$ cat src/rtl/wbr_pkg.sv
`default_nettype none
// ============================================================================
// Module      : wbr_pkg
// Description : Shared types and constants for the WBR sequencer: FSM state
//               encoding, default chain length and boundary-cell positions.
// Revision    : 1.0 - initial release
// ============================================================================
package wbr_pkg;

    // Default chain length: 6 ADDR + MBISTRUN + MBISTDLOG + RESET
    localparam int c_WBR_LEN = 9;

    // Position of each boundary cell in the chain (index 0 is nearest WPSO)
    localparam int c_CELL_ADDR_LSB  = 0;
    localparam int c_CELL_ADDR_MSB  = 5;
    localparam int c_CELL_MBISTRUN  = 6;
    localparam int c_CELL_MBISTDLOG = 7;
    localparam int c_CELL_RESET     = 8;

    typedef enum logic [2:0] {
        ST_IDLE    = 3'd0,
        ST_CAPTURE = 3'd1,
        ST_SHIFT   = 3'd2,
        ST_UPDATE  = 3'd3,
        ST_DONE    = 3'd4
    } wbr_state_t;

endpackage
`default_nettype wire

$ cat src/rtl/wbr_ser_des.sv
`default_nettype none
// ============================================================================
// Module      : wbr_ser_des
// Description : Pattern serializer, WPSO deserializer and shift counter for
//               one WBR operation.
// Revision    : 1.0 - initial release
// ============================================================================
module wbr_ser_des
    import wbr_pkg::*;
#(
    parameter int WBR_LEN = c_WBR_LEN
) (
    input  logic               clk,
    input  logic               rst,
    input  logic               i_load,
    input  logic               i_shift,
    input  logic [WBR_LEN-1:0] i_pat,
    input  logic               i_so,
    output logic               o_si,
    output logic [WBR_LEN-1:0] o_result,
    output logic               o_last
);

    localparam int CNT_W = $clog2(WBR_LEN + 1);
    localparam logic [CNT_W-1:0] c_CNT_LAST = CNT_W'(WBR_LEN - 1);
    localparam logic [CNT_W-1:0] c_CNT_ONE  = CNT_W'(1);

    logic [WBR_LEN-1:0] r_pat;
    logic [WBR_LEN-1:0] r_result;
    logic [CNT_W-1:0]   r_cnt;

    // Load pattern on start; on each shift edge move both registers one bit
    // toward index 0. Result is left untouched by load so it stays readable
    // until the next operation actually starts shifting.
    always_ff @(posedge clk) begin
        if (rst) begin
            r_pat    <= '0;
            r_result <= '0;
            r_cnt    <= '0;
        end else if (i_load) begin
            r_pat <= i_pat;
            r_cnt <= '0;
        end else if (i_shift) begin
            r_pat    <= {1'b0, r_pat[WBR_LEN-1:1]};
            r_result <= {i_so, r_result[WBR_LEN-1:1]};
            r_cnt    <= (r_cnt == c_CNT_LAST) ? '0 : r_cnt + c_CNT_ONE;
        end
    end

    assign o_si     = r_pat[0];
    assign o_result = r_result;
    assign o_last   = (r_cnt == c_CNT_LAST);

endmodule
`default_nettype wire

$ cat src/rtl/wbr_seq_ctrl.sv
`default_nettype none
// ============================================================================
// Module      : wbr_seq_ctrl
// Description : Sequencer for one IEEE 1500 wrapper boundary register chain.
//               Runs optional CAPTURE, full-length SHIFT, optional UPDATE.
// Revision    : 1.0 - initial release
// ============================================================================
module wbr_seq_ctrl
    import wbr_pkg::*;
#(
    parameter int WBR_LEN = c_WBR_LEN
) (
    input  logic               CLK,
    input  logic               RESET,
    input  logic               start,
    input  logic               skip_capture,
    input  logic               skip_update,
    input  logic [WBR_LEN-1:0] pat_in,
    input  logic               WPSO,
    output logic               WPSI,
    output logic               wse_inputs,
    output logic               hold_inputs,
    output logic               capture_en,
    output logic               shift_en,
    output logic               busy,
    output logic               done,
    output logic [WBR_LEN-1:0] result
);

    wbr_state_t r_state;
    wbr_state_t w_state_next;
    logic       r_skip_update;
    logic       w_load;
    logic       w_shift;
    logic       w_last;

    logic r_wse;
    logic r_hold;
    logic r_capture;
    logic r_shift_en;
    logic r_busy;
    logic r_done;

    wbr_ser_des #(
        .WBR_LEN (WBR_LEN)
    ) u_ser_des (
        .clk      (CLK),
        .rst      (RESET),
        .i_load   (w_load),
        .i_shift  (w_shift),
        .i_pat    (pat_in),
        .i_so     (WPSO),
        .o_si     (WPSI),
        .o_result (result),
        .o_last   (w_last)
    );

    // State register plus the skip_update flag latched at start
    always_ff @(posedge CLK) begin
        if (RESET) begin
            r_state       <= ST_IDLE;
            r_skip_update <= 1'b0;
        end else begin
            r_state <= w_state_next;
            if (w_load) begin
                r_skip_update <= skip_update;
            end
        end
    end

    // Next-state decode; start is only honoured in IDLE
    always_comb begin
        w_state_next = r_state;
        w_load       = 1'b0;
        w_shift      = 1'b0;
        case (r_state)
            ST_IDLE: begin
                if (start) begin
                    w_load       = 1'b1;
                    w_state_next = skip_capture ? ST_SHIFT : ST_CAPTURE;
                end
            end
            ST_CAPTURE: w_state_next = ST_SHIFT;
            ST_SHIFT: begin
                w_shift = 1'b1;
                if (w_last) begin
                    w_state_next = r_skip_update ? ST_DONE : ST_UPDATE;
                end
            end
            ST_UPDATE: w_state_next = ST_DONE;
            ST_DONE:   w_state_next = ST_IDLE;
            default:   w_state_next = ST_IDLE;
        endcase
    end

    // Strobes are registered from the next state so they line up with the
    // state they belong to and never see a combinational path from start
    always_ff @(posedge CLK) begin
        if (RESET) begin
            r_wse      <= 1'b0;
            r_hold     <= 1'b1;
            r_capture  <= 1'b0;
            r_shift_en <= 1'b0;
            r_busy     <= 1'b0;
            r_done     <= 1'b0;
        end else begin
            r_wse      <= (w_state_next == ST_CAPTURE) || (w_state_next == ST_SHIFT) ||
                          (w_state_next == ST_UPDATE);
            r_hold     <= (w_state_next != ST_UPDATE);
            r_capture  <= (w_state_next == ST_CAPTURE);
            r_shift_en <= (w_state_next == ST_SHIFT);
            r_busy     <= (w_state_next != ST_IDLE);
            r_done     <= (w_state_next == ST_DONE);
        end
    end

    assign wse_inputs  = r_wse;
    assign hold_inputs = r_hold;
    assign capture_en  = r_capture;
    assign shift_en    = r_shift_en;
    assign busy        = r_busy;
    assign done        = r_done;

endmodule
`default_nettype wire

$ cat config.mk
export PLATFORM = sky130hd
export DESIGN_NAME = wbr_seq_ctrl
export DESIGN_NICKNAME = d
export VERILOG_FILES = /design/src/rtl/wbr_pkg.sv /design/src/rtl/wbr_ser_des.sv /design/src/rtl/wbr_seq_ctrl.sv
export SDC_FILE = /design/constraint.sdc
export NUM_CORES = 1
export LEC_CHECK = 0
export CAP_MARGIN = 20
export CORE_MARGIN = 1.5
export CORE_UTILIZATION = 52
export CTS_CLUSTER_DIAMETER = 100
export CTS_CLUSTER_SIZE = 20
export DETAILED_ROUTE_END_ITERATION = 16
export PLACE_DENSITY = 0.84
export SLEW_MARGIN = 10
export SYNTH_ARGS = -nofsm -noshare
export SYNTH_HDL_FRONTEND = slang
export SYNTH_HIERARCHICAL = 1
export SYNTH_SLANG_ARGS = --single-unit
$ cat constraint.sdc
create_clock -name CLK -period 2.6 [get_ports CLK]
set_input_delay 0.52 -clock CLK [delete_from_list [all_inputs] [get_ports CLK]]
set_output_delay 0.52 -clock CLK [all_outputs]
set_load 0.03 [all_outputs]
**Yosys cells after proc, flatten, opt, wreduce, memory -nomap -nowiden**

Index checks and enable logic that the tools add are counted.
W data, S select, Z words.

- Bits in registers: 32
- Input bits: 15
- Output and inout bits: 16
- Logic and storage cells: 40

- Add/subtract/negate cells: 1
- Equality and inequality tests: 9
- Mux-type cells: 11
- Bitwise operators: 1
- Reductions and logical operators: 7

Operators by type and width:

| operator | count |
|---|---|
| $mux W9 | 2 |
| $eq A3 B2 Y1 const B | 4 |
| $pmux W3 S4 | 1 |
| $mux W3 | 3 |
| $eq A3 B1 Y1 const B | 2 |
| $add A4 B1 Y4 const B | 1 |
| $eq A4 B4 Y1 const B | 1 |
| $mux W4 | 1 |
| $eq A3 B3 Y1 const B | 1 |
| $logic_not A3 Y1 | 1 |
| $mux W1 | 3 |
| $ne A3 B2 Y1 const B | 1 |
| $reduce_bool A3 Y1 | 1 |
| $logic_or A1 B1 Y1 | 2 |
| $mux W2 | 1 |
| $reduce_and A2 Y1 | 1 |
| $reduce_bool A2 Y1 | 1 |
| $reduce_or A2 Y1 | 1 |
| $not A1 Y1 | 1 |

**Depth between registers and ports, before layout**

Gate-level depths: netlist (run 1).

- Word-level depth: 6
- Gate-level depth with buffers: 7
- Gate-level depth less buffers: 7

**Modules after synthesis**

Netlist (run 1), hierarchy kept.

By module, submodules not included:

| module | times used | cells an instance | area each (µm²) | sequential area each (µm²) |
|---|---|---|---|---|
| wbr_ser_des | 1 | 101 | 965.9 | 440.4 |
| wbr_seq_ctrl | 1 | 33 | 369.1 | 200.2 |

**Worst setup path before layout (run 1)**

OpenSTA, ideal clock, no wires.

- Path kind: input to register
- From: input start
- To: register u_ser_des.r_pat[0]
- Setup time: 128 ps
- Arrival time: 1621 ps
- Data required time: 2472 ps
- Setup slack: 852 ps
- Cell stages on the path: 5
- Path buffers: 1
- Cell sequence: or4b_4 inv_1 buf_2 mux2i_1 nor2_1

- Cells in the longest elaborated chain, start to end: 3
- Elaborated cells on any way between the ends: 4
- Classes of those cells: 3 x mux; 1 x reduce/logical

Ends and longest elaborated chain:

| what | line | RTL |
|---|---|---|
| start: declaration | wbr_seq_ctrl.sv:15 | `input logic start,` |
| $mux W1 * | wbr_seq_ctrl.sv:78 | `if (start) begin` |
| $mux W1 * | wbr_seq_ctrl.sv:76 | `case (r_state)` |
| net w_load | wbr_seq_ctrl.sv:33 | `logic w_load;` |
| $mux W9 or $reduce_bool A2 Y1 (tied branches) | - |  |
| end signal: assignment | wbr_ser_des.sv:41 | `r_pat <= i_pat;` |
| end signal: assignment | wbr_ser_des.sv:44 | `r_pat <= {1'b0, r_pat[WBR_LEN-1:1]};` |
| end: declaration | wbr_ser_des.sv:28 | `logic [WBR_LEN-1:0] r_pat;` |

Mark *: on every way through the listed nets, which the timed path passes. The rest lies on a longest branch.
A chain may end at the register's enable or synchronous reset.

**Worst setup path after layout (run 1)**

- From: register u_ser_des.r_result[2], in the netlist u_ser_des/o_result[2]
- To: output result[2]

RTL lines:

| what | line | RTL |
|---|---|---|
| start: declaration | wbr_ser_des.sv:29 | `logic [WBR_LEN-1:0] r_result;` |
| start signal: assignment | wbr_ser_des.sv:45 | `r_result <= {i_so, r_result[WBR_LEN-1:1]};` |
| end: declaration | wbr_seq_ctrl.sv:27 | `output logic [WBR_LEN-1:0] result` |

No word-level cell between the ends.

==> impl_metrics.json, run 1 <==
{
  "antenna_found_initial": 0,
  "critical_path_class": "reg -> out",
  "synth_top_area_frac": 0.480,
  "cp_num_cells": 1,
  "leakage_nw": 0.656,
  "start_of_the_worst_register_to_register_path": "r_state[1]$_SDFF_PP0_",
  "critPathMaxStageDelay_ns": 0.68,
  "outcome": "finished, final reports clean",
  "layout.cells.most_common": "sky130_fd_sc_hd__dfxtp_1",
  "gp_congestion": 0.691,
  "synth_async_sr_flop_share": 0,
  "die-height_um": 53.7,
  "areaGrowthSynthToFinish_pct": 28.9,
  "power.share.switching": 0.250,
  "seq_area_um2": 641,
  "reg2reg_to": "u_ser_des/o_result[5]$_SDFFE_PP0P_",
  "report.final.slew_viol_count": 0,
  "synth.yosys.warnings": 6,
  "utilization": 0.701,
  "maxClockFrequency_mhz": 521,
  "max_cap_viol_count": 0,
  "layout_min_cycle_time_ns": 1.92,
  "synthDistinctLibCells": 31,
  "finish.net_count": 184,
  "clk_pin_slew_ns": 0.11,
  "crit_slowest_cell": "sky130_fd_sc_hd__clkdlybuf4s50_1",
  "detail_route.wirelength_um": 2550,
  "total_switching_power_mw": 0.267,
  "vias": 1023,
  "synth.avg_cell_area_um2": 9.96,
  "die_width_um": 53.7,
  "layout_worst_path_cycle_share": 0.739,
  "grtUsageTotal": 0.214,
  "numPortBuffers": 30,
  "critical_path_peak_fanout": 3,
  "cp-start-kind": "register",
  "max-vdd-ir-drop_mv": 0.523,
  "core_um2": 2450,
  "cts_setup_buffers": 0,
  "global_route.overflow_total": 0,
  "cts_inserted_buffers": 5,
  "cts_hold_buffers": 0,
  "postRouteAntennaNets": 0,
  "drive_above_1_share": 0.143,
  "post_cts_resized": 0,
  "clockBufferDepth": 2,
  "part_of_the_total_power_dissipated_in_combinational_logic": 0.159,
  "first_iter_violations": 28,
  "cts_tree": "done",
  "synthCells": 134,
  "yosys_register_bits": 32,
  "worst_slew_margin_relative_to_its_limit": 0.560,
  "report.final.hold_viol_count": 0,
  "antenna_cells_inserted": 0,
  "cts_htree_levels": 2,
  "mappedNetlistNets": 151,
  "leading_cell_types_in_the_layout_fill_and_taps_excluded": "sky130_fd_sc_hd__dfxtp_1 (32), sky130_fd_sc_hd__clkdlybuf4s50_1 (30), sky130_fd_sc_hd__nand2_1 (22)",
  "io_pins": 31,
  "power.share.clock": 0.347,
  "grt_pass1_wl_um": 4250,
  "timing.hold.worst.class": "reg -> reg",
  "grt_max_degree": 19,
  "cp.required_ns": 2.08,
  "initial_core_util": 0.544,
  "drcViolationCount": 0,
  "critical_path_buf_inv_count": 1,
  "internal_power_mw": 0.801,
  "cts_root_buf": "sky130_fd_sc_hd__clkbuf_4",
  "worst_setup_path_end_kind": "output port",
  "synth.yosys.seq_area_share": 0.480,
  "setup_total_negative_slack_ns": 0,
  "clock_skews_ns": 0.0130,
  "endpoint_with_the_worst_hold_slack": "u_ser_des/o_result[0]$_SDFFE_PP0P_",
  "ys_dominant_reg_cell": "sky130_fd_sc_hd__dfxtp_1",
  "regToRegSetupSlack_ns": 0.69,
  "yosysTopAreaCell": "sky130_fd_sc_hd__dfxtp_1",
  "numClockSinks": 32,
  "path_cells": "clkdlybuf4s50_1",
  "std_cell_rows": 18,
  "clock_insertion_delay_worst_skew_ns": 0.34,
  "worstHoldPathCells": 2,
  "detail_route.first_pass.iterations": 4,
  "fp.dieArea_um2": 2880,
  "power_density_nw_per_um2": 621,
  "netlist_area_um2": 1340,
  "worst_r2r_path_depth": 5,
  "synthTopCellsByArea": "sky130_fd_sc_hd__dfxtp_1 (48%), sky130_fd_sc_hd__mux2i_1 (6.7%), sky130_fd_sc_hd__nand2_1 (6.2%)",
  "unrepaired_setup_endpoints_after_global_routing": "no",
  "multiInputGateArea_um2": 621,
  "critPathArrivalTime_ns": 1.40,
  "min-delay-start": "u_ser_des/o_result[0]$_SDFFE_PP0P_",
  "worst_path_dominant_cell_family": "buffers and inverters",
  "setup_violators_final": 0,
  "n_fill_cell": 191,
  "power.share.sequential": 0.493,
  "dp.final_hpwl_um": 1880,
  "avgRoutedWirePerCell_um": 12.9,
  "worst_slew_pin_tran_ns": 0.658,
  "vias_in_the_first_global_route": 1030,
  "number_of_enable_flip_flop_cells_after_synthesis": 0,
  "whs_ns": 0.467,
  "via_per_inst": 5.17
}
-- cells by family (layout without fill, tap and decap cells) --
group,after synthesis,after routing,share of synthesized area
multiplexers,17,17,0.146
XOR/XNOR,3,3,0.0197
AND/OR/NAND/NOR,52,52,0.196
flip-flops,32,32,0.480
buffers and inverters,12,46,0.0553
adder cells (fa/ha/maj),2,2,0.0187
AO/OA/AOI/OAI,16,16,0.0844
-- how the worst max path moves through the flow --
stage / end / start / slack, ns
after floorplan: u_ser_des/r_pat[0]$_SDFFE_PP0P_ / start / 0.85
after global placement: u_ser_des/r_pat[5]$_SDFFE_PP0P_ / start / 0.42
after detailed placement: u_ser_des/r_pat[0]$_SDFFE_PP0P_ / start / 0.36
after CTS: result[2] / u_ser_des/o_result[2]$_SDFFE_PP0P_ / 0.66
after global routing: u_ser_des/o_result[5]$_SDFFE_PP0P_ / r_state[1]$_SDFF_PP0_ / 0.51
final: result[2] / u_ser_des/o_result[2]$_SDFFE_PP0P_ / 0.68
-- registers in the layout (all words and copies together), names as in the netlist --
| register | count |
|---|---|
| r_state | 3 |
| u_ser_des/r_cnt | 4 |
| busy | 1 |
| wse_inputs | 1 |
| u_ser_des/o_result | 9 |
| capture_en | 1 |
| done | 1 |
| hold_inputs | 1 |
| r_skip_update | 1 |
| shift_en | 1 |
| u_ser_des/r_pat | 9 |
-- power by group through the flow --
stage | Clock (mW) | Combinational (mW) | Sequential, mW
after floorplan | 0 | 0.105 | 0.552
after global placement | 0 | 0.165 | 0.536
after detailed placement | 0 | 0.170 | 0.539
after CTS | 0.380 | 0.171 | 0.527
after global routing | 0.402 | 0.183 | 0.530
final | 0.371 | 0.170 | 0.527
-- cells in the mapped netlist (2+ instances only) --
cell and n:
sky130_fd_sc_hd__nor2_1 15, sky130_fd_sc_hd__nor3b_1 2, sky130_fd_sc_hd__dfxtp_1 32, sky130_fd_sc_hd__nand2_1 22
sky130_fd_sc_hd__buf_2 4, sky130_fd_sc_hd__xor2_1 2, sky130_fd_sc_hd__inv_1 5, sky130_fd_sc_hd__mux2_2 4
sky130_fd_sc_hd__nor4b_1 2, sky130_fd_sc_hd__ha_1 2, sky130_fd_sc_hd__mux2_4 4, sky130_fd_sc_hd__a21oi_1 12
sky130_fd_sc_hd__mux2i_1 9, sky130_fd_sc_hd__nor2b_1 2
-- routing by layer --
| metal | part of all wire | GRT usage | wire (um) |
|---|---|---|---|
| met5 | 0 | 0 | 0 |
| met4 | 0.029 | 0.158 | 73 |
| met3 | 0.045 | 0.0583 | 115 |
| met2 | 0.51 | 0.382 | 1290 |
| met1 | 0.42 | 0.209 | 1060 |
-- area by class of cell --
class,count,share of cell area
inverter,5,0.0109
timing repair buffer,33,0.188
multi-input combinational,90,0.361
clock inverter,3,0.0247
clock buffer,5,0.0218
sequential,32,0.372
tap,30,0.0218
-- through the flow --
stage                     power [mW]  instances  area (um2)  setup slack, ns
after floorplan                0.657        134        1340            0.852
after global placement         0.701        190        1640            0.422
after detailed placement       0.709        190        1640            0.362
after CTS                       1.08        198        1720            0.662
after global routing            1.12        198        1720            0.511
final                           1.07        198        1720            0.680
-- worst min-delay path: stages, from the launching register on --
cell,delay [ns]
sky130_fd_sc_hd__dfxtp_1,0.32
sky130_fd_sc_hd__nand2_1,0.05
sky130_fd_sc_hd__a21oi_1,0.05
Power figures use the tool's default switching activity.
==> run 2, diff against run 1 <==
CORE_UTILIZATION = 48   (was 52)
PLACE_DENSITY = 0.78   (was 0.84)
clock period = 1.8 ns   (was 2.6 ns; I/O delays follow)
==> impl_metrics.json, run 2 (same netlist as run 1, synthesis figures left out) <==
{
  "outcome": "finished, final reports clean",
  "worst_slew_pin_tran_ns": 0.333,
  "numPortBuffers": 30,
  "min-delay-start": "u_ser_des/o_result[8]$_SDFFE_PP0P_",
  "cp.required_ns": 2.02,
  "gp_congestion": 0.744,
  "max_cap_viol_count": 0,
  "final_design_area_no_fill_um2": 1760,
  "cts_tree": "done",
  "drive_above_1_share": 0.173,
  "leakage_nw": 0.697,
  "cp-start-kind": "input pin",
  "fp.dieArea_um2": 3110,
  "first_iter_violations": 8,
  "placed_area_um2": 1690,
  "critical_path_class": "in -> reg",
  "postRouteAntennaNets": 0,
  "maxClockFrequency_mhz": 578,
  "numClockSinks": 32,
  "antenna_found_initial": 0,
  "clock_insertion_delay_worst_skew_ns": 0.32,
  "die-height_um": 55.7,
  "layout_worst_path_cycle_share": 0.962,
  "areaGrowthSynthToFinish_pct": 31.8,
  "leading_cell_types_in_the_layout_fill_and_taps_excluded": "sky130_fd_sc_hd__dfxtp_1 (31), sky130_fd_sc_hd__clkdlybuf4s50_1 (29), sky130_fd_sc_hd__nand2_1 (22)",
  "std_cell_rows": 18,
  "clock_skews_ns": 0.00638,
  "initial_core_util": 0.525,
  "clockBufferDepth": 2,
  "worstSetupStartpoint": "start",
  "vias_in_the_first_global_route": 967,
  "via_per_inst": 5.02,
  "start_of_the_worst_register_to_register_path": "r_state[2]$_SDFF_PP0_",
  "finish.net_count": 189,
  "dp.final_hpwl_um": 1820,
  "core_um2": 2540,
  "drcViolationCount": 0,
  "detail_route.wirelength_um": 2400,
  "report.final.hold_viol_count": 0,
  "layout_min_cycle_time_ns": 1.73,
  "vias": 1020,
  "setup_total_negative_slack_ns": 0,
  "layout.cells.most_common": "sky130_fd_sc_hd__dfxtp_1",
  "critPathArrivalTime_ns": 1.95,
  "worst_setup_path_end_kind": "register",
  "worst_slew_margin_relative_to_its_limit": 0.775,
  "cts_root_buf": "sky130_fd_sc_hd__clkbuf_4",
  "cts_inserted_buffers": 5,
  "clk_pin_slew_ns": 0.09,
  "setup_violators_final": 0,
  "global_route.overflow_total": 0,
  "grt_pass1_wl_um": 4020,
  "die_width_um": 55.7,
  "io_pins": 31,
  "critical_path_peak_fanout": 10,
  "avgRoutedWirePerCell_um": 11.8,
  "power_density_nw_per_um2": 818,
  "antenna_cells_inserted": 0,
  "max-vdd-ir-drop_mv": 0.693,
  "grt_max_degree": 12,
  "report.final.slew_viol_count": 0,
  "cts_htree_levels": 2,
  "timing.hold.worst.class": "reg -> reg",
  "detail_route.first_pass.iterations": 4,
  "grtUsageTotal": 0.168,
  "cts_hold_buffers": 0
}
[run 2: final cells by class]
cell class / instances / area, um2
inverter: 5 / 18.8
timing repair buffer: 38 / 375
multi-input combinational: 90 / 627
fill: 222 / 786
tap: 30 / 37.5
sequential: 32 / 642
clock buffer: 8 / 58.8
[run 2: stage by stage]
stage	std cells	power [mW]	hold WS [ns]	util	setup slack [ns]
floorplan	134	0.949	0.429	-	0.175
global placement	195	1.04	0.445	0.664	-0.178
detailed placement	195	1.04	0.463	0.664	-0.230
CTS	203	1.46	0.477	0.687	0.0393
global route	203	1.52	0.493	0.691	-0.00199
finish	203	1.44	0.469	0.691	0.0689
[run 2: where the power goes]
group	switching [mW]	leakage, nW	internal [mW]
Clock	0.216	0.0326	0.192
Combinational	0.123	0.403	0.148
Sequential	0.0182	0.261	0.742
[run 2: critical path, cell delays in order]
cell,delay [ns]
sky130_fd_sc_hd__clkdlybuf4s50_1,0.46
sky130_fd_sc_hd__or4b_4,0.46
sky130_fd_sc_hd__inv_1,0.15
sky130_fd_sc_hd__buf_4,0.23
sky130_fd_sc_hd__mux2i_1,0.22
sky130_fd_sc_hd__nor2_1,0.06
[run 2: layer usage]
layer | global-route usage | wire (um) | vias to the layer above
li1 | - | - | 522
met1 | 0.183 | 1010 | 460
met2 | 0.282 | 1190 | 32
met3 | 0.0512 | 148 | 6
met4 | 0.105 | 52 | 0
met5 | 0 | 0 | -
[run 2: final timing paths]
check | slack (ns) | depth (start not counted) | end
setup / recovery | 0.07 | 6 | u_ser_des/r_pat[7]$_SDFFE_PP0P_
hold / removal | 0.47 | 2 | u_ser_des/o_result[7]$_SDFFE_PP0P_
setup reg to reg | 0.10 | 6 | u_ser_des/r_pat[7]$_SDFFE_PP0P_
hold reg to reg | 0.47 | 2 | u_ser_des/o_result[7]$_SDFFE_PP0P_
[run 2: repair_timing]
item / in CTS / in global routing
setup endpoints to repair: 0 / 13
setup buffers: 0 / 0
resized for setup: 0 / 4
hold endpoints to repair: 0 / 0
==> run 3, diff against run 2 <==
CORE_UTILIZATION = 56   (was 48)
DONT_BUFFER_PORTS = 1   (was default)
PLACE_DENSITY = 0.72   (was 0.78)
==> impl_metrics.json, run 3 (same netlist as run 1, synthesis figures left out) <==
{
  "unrepaired_setup_endpoints_after_global_routing": "no",
  "gp_congestion": 0.711,
  "power.share.clock": 0.302,
  "die_width_um": 51.8,
  "layout_setup_ws_ns": 0.122,
  "internal_power_mw": 1.02,
  "worst_setup_path_end_kind": "register",
  "layout_worst_path_cycle_share": 0.932,
  "std_cell_rows": 17,
  "io_pins": 31,
  "worst_slew_pin_tran_ns": 0.378,
  "drive_above_1_share": 0.201,
  "cp.required_ns": 2.02,
  "critical_path_buf_inv_count": 2,
  "grt_max_degree": 29,
  "clock_skews_ns": 0.00575,
  "worst_path_dominant_cell_family": "multiplexers",
  "areaGrowthSynthToFinish_pct": 7.22,
  "maxClockFrequency_mhz": 596,
  "cts_tree": "done",
  "max-vdd-ir-drop_mv": 0.789,
  "part_of_the_total_power_dissipated_in_combinational_logic": 0.124,
  "cts_htree_levels": 2,
  "worstSetupStartpoint": "r_state[1]$_SDFF_PP0_",
  "antenna_found_initial": 0,
  "post_cts_resized": 0,
  "timing.hold.worst.class": "in -> reg",
  "cts_hold_buffers": 0,
  "cts_inserted_buffers": 5,
  "report.final.slew_viol_count": 0,
  "cts_root_buf": "sky130_fd_sc_hd__clkbuf_4",
  "avgRoutedWirePerCell_um": 13.3,
  "critPathMaxStageDelay_ns": 0.42,
  "layout.cells.most_common": "sky130_fd_sc_hd__dfxtp_1",
  "first_iter_violations": 21,
  "seq_area_um2": 642,
  "vias_in_the_first_global_route": 858,
  "initial_core_util": 0.598,
  "crit_slowest_cell": "sky130_fd_sc_hd__or3b_4",
  "cp-start-kind": "register",
  "clock_insertion_delay_worst_skew_ns": 0.32,
  "path_cells": "or3b_4, inv_1, buf_12, mux2_2, mux2i_1, nor2_1",
  "vias": 905,
  "dpl_worst_slack_ns": 0.105,
  "worst_r2r_path_depth": 6,
  "leading_cell_types_in_the_layout_fill_and_taps_excluded": "sky130_fd_sc_hd__dfxtp_1 (31), sky130_fd_sc_hd__nand2_1 (22), sky130_fd_sc_hd__nor2_1 (15)",
  "total_switching_power_mw": 0.352,
  "detail_route.wirelength_um": 2230,
  "setup_total_negative_slack_ns": 0,
  "outcome": "finished, final reports clean",
  "clk_pin_slew_ns": 0.09,
  "critPathArrivalTime_ns": 1.90,
  "drcViolationCount": 0,
  "regToRegSetupSlack_ns": 0.12,
  "layout_min_cycle_time_ns": 1.68,
  "finish.net_count": 155,
  "antenna_cells_inserted": 0,
  "core_um2": 2230,
  "critical_path_peak_fanout": 16,
  "detail_route.first_pass.iterations": 4,
  "power.share.sequential": 0.574,
  "numPortBuffers": 0,
  "grt_pass1_wl_um": 3690,
  "global_route.overflow_total": 0,
  "worst_slew_margin_relative_to_its_limit": 0.748,
  "power.share.switching": 0.256,
  "start_of_the_worst_register_to_register_path": "r_state[1]$_SDFF_PP0_",
  "via_per_inst": 5.42,
  "cts_setup_buffers": 0,
  "report.final.hold_viol_count": 0,
  "n_fill_cell": 186,
  "critical_path_class": "reg -> reg",
  "dp.final_hpwl_um": 1570,
  "clockBufferDepth": 2,
  "setup_violators_final": 0,
  "fp.dieArea_um2": 2690,
  "grtUsageTotal": 0.191,
  "multiInputGateArea_um2": 632,
  "numClockSinks": 32,
  "leakage_nw": 0.557,
  "cp_num_cells": 6,
  "power_density_nw_per_um2": 959,
  "max_cap_viol_count": 0,
  "die-height_um": 51.8,
  "setup.worst_path.end": "u_ser_des/r_pat[2]$_SDFFE_PP0P_",
  "reg2reg_to": "u_ser_des/r_pat[2]$_SDFFE_PP0P_",
  "postRouteAntennaNets": 0
}
==> run 3: worst min-delay path by stage <==
stage,endpoint,slack [ns],from,cells past startpoint
4_1_cts,u_ser_des/o_result[2]$_SDFFE_PP0P_,0.08,RESET,1
6_report,r_state[1]$_SDFF_PP0_,0.09,RESET,1
3_3_place_gp,r_skip_update$_SDFFE_PP0P_,0.43,RESET,1
3_5_place_dp,r_skip_update$_SDFFE_PP0P_,0.44,RESET,1
2_1_floorplan,r_skip_update$_SDFFE_PP0P_,0.43,RESET,1
5_1_grt,u_ser_des/o_result[7]$_SDFFE_PP0P_,0.06,RESET,1
==> run 3: power groups by stage <==
stage / combinational [mW] / sequential, mW / clock, mW
global route: 0.188 / 0.792 / 0.469
global placement: 0.161 / 0.801 / 0
CTS: 0.168 / 0.787 / 0.431
detailed placement: 0.167 / 0.803 / 0
floorplan: 0.152 / 0.797 / 0
finish: 0.171 / 0.787 / 0.415
==> run 3: area by class of cell <==
| type | count | share of cell area |
|---|---|---|
| Sequential cell | 32 | 0.448 |
| Inverter | 5 | 0.0131 |
| Timing Repair Buffer | 4 | 0.0297 |
| Multi-Input combinational cell | 90 | 0.441 |
| Clock inverter | 2 | 0.00699 |
| Clock buffer | 6 | 0.0358 |
| Tap cell | 28 | 0.0245 |
==> run 3: stage by stage <==
stage	total power [mW]	utilization	hold WS (ns)	cell area, um2	cells
after global routing	1.45	0.641	0.0608	1430	167
final	1.37	0.641	0.0916	1430	167
after detailed placement	0.970	0.608	0.435	1360	159
after floorplan	0.949	-	0.429	1340	134
after global placement	0.962	0.608	0.432	1360	159
after CTS	1.39	0.635	0.0761	1420	167
==> run 3: routing by layer <==
| metal | share of wire | wire [um] | global-route usage | vias up |
|---|---|---|---|---|
| li1 | - | - | - | 454 |
| met1 | 0.45 | 992 | 0.220 | 421 |
| met2 | 0.46 | 1020 | 0.278 | 26 |
| met3 | 0.078 | 173 | 0.0891 | 4 |
| met4 | 0.018 | 41 | 0.132 | 0 |
| met5 | 0 | 0 | 0 | - |
